File: config.mk
export PLATFORM = sky130hd
export DESIGN_NAME = uart_tx_fifo
export DESIGN_NICKNAME = d
export VERILOG_FILES = /design/src/rtl/uart_tx_fifo.sv
export SDC_FILE = /design/constraint.sdc
export NUM_CORES = 1
export LEC_CHECK = 0
export CAP_MARGIN = 20
export CORE_AREA = 10 10 64 119
export DETAILED_ROUTE_END_ITERATION = 16
export DIE_AREA = 0 0 74 129
export PLACE_DENSITY_LB_ADDON = 0.25
export SLEW_MARGIN = 10
export SYNTH_ARGS = -nofsm -noshare
export SYNTH_HDL_FRONTEND = slang
export SYNTH_SLANG_ARGS = --single-unit
File: constraint.sdc
create_clock -name clk -period 7.05 [get_ports clk]
set_input_delay 1.41 -clock clk [delete_from_list [all_inputs] [get_ports clk]]
set_output_delay 1.41 -clock clk [all_outputs]
set_load 0.02 [all_outputs]
File: src/rtl/uart_tx_fifo.sv
// Byte FIFO feeding an 8N1 UART transmitter with a registered serial output.
// Pops happen in IDLE or at the end of STOP, so back-to-back frames leave no idle gap.
module uart_tx_fifo #(
  parameter int CLKS_PER_BIT = 5208,
  parameter int FIFO_DEPTH   = 4
) (
  input  logic                          clk,
  input  logic                          reset,
  input  logic                          wr_en,
  input  logic [7:0]                    wr_data,
  output logic                          full,
  output logic                          overflow,
  output logic                          tx,
  output logic                          busy,
  output logic [$clog2(FIFO_DEPTH):0]   count
);

  localparam int          AW       = $clog2(FIFO_DEPTH);
  localparam logic [15:0] BAUD_MAX = 16'(CLKS_PER_BIT - 1);
  localparam logic [AW:0] DEPTH    = FIFO_DEPTH[AW:0];

  typedef enum logic [1:0] {IDLE, START, DATA, STOP} state_t;

  state_t        state, state_n;
  logic [7:0]    mem [FIFO_DEPTH];
  logic [AW-1:0] wr_ptr, rd_ptr;
  logic [7:0]    shreg, shreg_n;
  logic [2:0]    bit_idx, bit_idx_n;
  logic [15:0]   baud, baud_n;
  logic          tx_n, push, pop, bit_done;

  assign full     = (count == DEPTH);
  // Acceptance is judged on pre-edge occupancy, so a write while full is dropped even if a pop coincides.
  assign push     = wr_en && !full;
  assign bit_done = (baud == BAUD_MAX);
  assign busy     = (state != IDLE) || (count != '0);

  always_comb begin
    state_n   = state;
    shreg_n   = shreg;
    bit_idx_n = bit_idx;
    baud_n    = bit_done ? '0 : baud + 16'd1;
    tx_n      = tx;
    pop       = 1'b0;
    case (state)
      IDLE: begin
        baud_n = '0;
        tx_n   = 1'b1;
        if (count != '0) begin
          pop     = 1'b1;
          shreg_n = mem[rd_ptr];
          tx_n    = 1'b0;
          state_n = START;
        end
      end
      START: begin
        if (bit_done) begin
          state_n   = DATA;
          tx_n      = shreg[0];
          bit_idx_n = '0;
        end
      end
      DATA: begin
        if (bit_done) begin
          if (bit_idx == 3'd7) begin
            state_n = STOP;
            tx_n    = 1'b1;
          end else begin
            bit_idx_n = bit_idx + 3'd1;
            shreg_n   = {1'b0, shreg[7:1]};
            tx_n      = shreg[1];
          end
        end
      end
      STOP: begin
        if (bit_done) begin
          if (count != '0) begin
            pop     = 1'b1;
            shreg_n = mem[rd_ptr];
            tx_n    = 1'b0;
            state_n = START;
          end else begin
            state_n = IDLE;
            tx_n    = 1'b1;
          end
        end
      end
      default: state_n = IDLE;
    endcase
  end

  always_ff @(posedge clk or posedge reset) begin
    if (reset) begin
      state    <= IDLE;
      tx       <= 1'b1;
      shreg    <= '0;
      bit_idx  <= '0;
      baud     <= '0;
      wr_ptr   <= '0;
      rd_ptr   <= '0;
      count    <= '0;
      overflow <= 1'b0;
    end else begin
      state    <= state_n;
      tx       <= tx_n;
      shreg    <= shreg_n;
      bit_idx  <= bit_idx_n;
      baud     <= baud_n;
      overflow <= wr_en && full;
      if (push) wr_ptr <= wr_ptr + 1'b1;
      if (pop)  rd_ptr <= rd_ptr + 1'b1;
      case ({push, pop})
        2'b10:   count <= count + 1'b1;
        2'b01:   count <= count - 1'b1;
        default: count <= count;
      endcase
    end
  end

  always_ff @(posedge clk) begin
    if (push) mem[wr_ptr] <= wr_data;
  end

endmodule

==> impl_metrics.env <==
export IMPL_postRouteWirelength_um=6010
export IMPL_grt_first_pass_wirelength_um=10600
export IMPL_final_common_cell="dfrtp_1"
export IMPL_yosysUniqueCellTypes=43
export IMPL_power_total_mw=1.12
export IMPL_synth_adder_area_share_pct=5.47
export IMPL_yosys_warnings=0
export IMPL_initial_antenna_violation_count=0
export IMPL_fp_dieArea_um2=9550
export IMPL_synth_compound_area_share_pct=5.58
export IMPL_r2r_start="baud[0]"
export IMPL_area_delta_synth_final_pct=15.2
export IMPL_post_cts_setup_buffers=0
export IMPL_final_core_utilization_pct=67.4
export IMPL_drt_vias_per_instance=5.93
export IMPL_port_buffers=17
export IMPL_cp_slowest_stage_delay_ns=0.56
export IMPL_grt_setup_unrepaired="false"
export IMPL_clock_latency_of_the_later_clocked_register_in_the_worst_skew_pair_ns=0.33
export IMPL_timing_critical_path_cells="nor3_1 -> nand2_1 -> clkdlybuf4s50_1"
export IMPL_power_share_combinational_pct=14.5
export IMPL_hold_violations=0
export IMPL_irDropWorstVdd_v=0.000275
export IMPL_pre_cts_ws_ns=3.82
export IMPL_num_vias=2040
export IMPL_switching_share_pct=25.8
export IMPL_critical_path_max_fanout=6
export IMPL_synth_flop_cell="dfrtp_1"
export IMPL_critPathRequiredTime_ns=5.64
export IMPL_synth_xor_area_share_pct=4.19
export IMPL_synth_register_bits=70
export IMPL_critPathKind="reg2out"
export IMPL_finalWorstSetupSlack_ns=3.65
export IMPL_tritoncts="built"
export IMPL_crit_arrival_ns=1.99
export IMPL_critical_path_endpoint_type="output port"
export IMPL_finalNetCount=303
export IMPL_outcome="finished, final reports clean"
export IMPL_initial_utilization_pct=58.5
export IMPL_post_synth_mux_area_share_pct=11.8
export IMPL_dominant_combinational_cell_family_by_area_after_synthesis="simple AND/OR/NAND/NOR gates"
export IMPL_worst_hold_startpoint="baud[0]"
export IMPL_cts_reportedPaths_clkPinSlew_ns=0.06
export IMPL_coreArea_um2=5710
export IMPL_place_inst=328
export IMPL_post_synth_simple_gate_area_pct=13.0
export IMPL_cp_top_family="simple AND/OR/NAND/NOR gates"
export IMPL_synth_area_um2=3340
export IMPL_holdBufCountCts=0
export IMPL_final_setup_skew_ns=0.00596
export IMPL_antenna_cells=0
export IMPL_fmaxAchievable_mhz=294
export IMPL_setup_violations_final=0
export IMPL_globalplace_congestion=0.824
export IMPL_syn_instance_count=259
export IMPL_critical_path_buffer_and_inverter_count=1
export IMPL_p_leak_nw=1.57
export IMPL_power_share_sequential_pct=45.5
export IMPL_ys_async_sr_fraction_pct=54.3
export IMPL_intPower_mw=0.835
export IMPL_h_tree_depth=3
export IMPL_powerDensity_nw_per_um2=292
export IMPL_crit_slowest_cell="clkdlybuf4s50_1"
export IMPL_total_overflow_reported_by_the_global_router=0
export IMPL_first_global_vias=2237
export IMPL_detail_route_wl_per_cell_um=17.5
export IMPL_gr_usage_all_layers_pct=14.4
export IMPL_drt_iter0_drc=121
export IMPL_finalSetupTns_ns=0
export IMPL_grt_start_max_net_pins=39
export IMPL_library_cell_used_as_clock_root_buffer="clkbuf_16"
export IMPL_cell_row_count=39
export IMPL_detail_route_drc_violations=0
export IMPL_critical_path_startpoint_type="flip-flop"
export IMPL_die_h_um=129
export IMPL_cts_made_buffers=9
export IMPL_most_common_layout_cells="dfrtp_1 (37), edfxtp_1 (32), nor2_1 (21)"
export IMPL_max_slew_worst_pin_slew_ns=0.799
export IMPL_worst_hold_path_type="reg2reg"
export IMPL_synth_nets=284
export IMPL_report_final_slew_viol_count=0
export IMPL_drtAntennaViolNets=0
export IMPL_hpwlAfterDp_um=4270
export IMPL_period_minus_slack_ns=3.40
export IMPL_die_width_um=74
export IMPL_clock_sinks=70
export IMPL_switchingPower_mw=0.290
export IMPL_portion_of_the_post_synthesis_area_used_by_sequential_elements_pct=57.3
export IMPL_post_synth_cell_area_avg_um2=12.9
export IMPL_period_share_pct=48.2
export IMPL_crit_path_start="count[2]"
export IMPL_clock_power_share_pct=39.9
export IMPL_dr_pass1_iters=6
export IMPL_post_route_cells_drive_above_1_share_pct=17.0
export IMPL_synth_edff_count=32
export IMPL_final_cells=344
export IMPL_clockBufferDepth=2
export IMPL_maxSlewHeadroom_pct=46.2
export IMPL_maxCapViolCount=0
export IMPL_io_pins=18
export IMPL_post_cts_resized_instances=0
per-stage QoR:
stage          hold WS [ns]  area [um2]
2_1_floorplan         0.448        3340
3_3_place_gp          0.460        3550
3_5_place_dp          0.471        3550
4_1_cts               0.485        3850
5_1_grt               0.524        3850
6_report              0.485        3850
power by group through the flow:
stage / clock network (mW) / logic (mW) / registers (mW)
2_1_floorplan: 0 / 0.0924 / 0.525
5_1_grt: 0.470 / 0.182 / 0.519
6_report: 0.449 / 0.164 / 0.512
4_1_cts: 0.455 / 0.168 / 0.513
3_5_place_dp: 0 / 0.168 / 0.521
3_3_place_gp: 0 / 0.164 / 0.517
sequential cells by signal, summed over array words and instances, names as in the netlist:
name,count
mem,32
state,2
tx,1
wr_ptr,2
shreg,8
baud,16
overflow,1
bit_idx,3
count,3
rd_ptr,2
cells by family after synthesis:
group	after synthesis
compound gates	28
xor+xnor	16
fa+ha+maj	14
buf+inv	23
flops	70
mux	27
simple gates	81
routing by layer:
layer / vias to the layer above / share of wire, % / track usage (%)
met5: - / 0 / 0
met4: 0 / 4.0 / 9.48
met3: 18 / 2.8 / 4.00
met2: 32 / 57 / 24.6
met1: 1007 / 36 / 14.6
li1: 983 / - / -
synth_stat cells (3+ instances only):
| cell type | number | area [um2] |
|---|---|---|
| dfrtp_1 | 37 | 926 |
| edfxtp_1 | 32 | 961 |
| nor2_1 | 21 | 78.8 |
| mux2_2 | 18 | 203 |
| ha_1 | 13 | 163 |
| inv_1 | 13 | 48.8 |
| o21ai_0 | 10 | 50.1 |
| nand2_1 | 9 | 33.8 |
| nand4_1 | 9 | 56.3 |
| and3_1 | 8 | 50.1 |
| mux4_2 | 8 | 180 |
| nand3_1 | 8 | 40.0 |
| xnor2_1 | 8 | 70.1 |
| xor2_1 | 8 | 70.1 |
| a21oi_1 | 6 | 30.0 |
| nor3_1 | 5 | 25.0 |
| a22o_1 | 4 | 35.0 |
| clkbuf_1 | 4 | 15.0 |
| buf_2 | 3 | 15.0 |
| nand2b_1 | 3 | 18.8 |
| nor4_1 | 3 | 18.8 |
| or4_1 | 3 | 22.5 |
area by class of cell:
class | count | area [um2]
clock buffer | 10 | 229
clock inverter | 6 | 68.8
fill | 417 | 1860
inverter | 13 | 48.8
multi-input combinational | 166 | 1340
sequential | 70 | 1910
tap | 61 | 76.3
timing repair buffer | 18 | 178
worst paths after layout:
path / endpoint / slack, ns / cells past startpoint
worst max register to register: count[2] / 3.88 / 11
worst min-delay path: baud[0] / 0.48 / 1
min in group asynchronous: shreg[4] / 1.49 / 3
worst max-delay path: busy / 3.65 / 3
worst min register to register: baud[0] / 0.48 / 1
max in group asynchronous: tx / 5.20 / 3
Note: power is estimated with default switching activity, not from simulation.
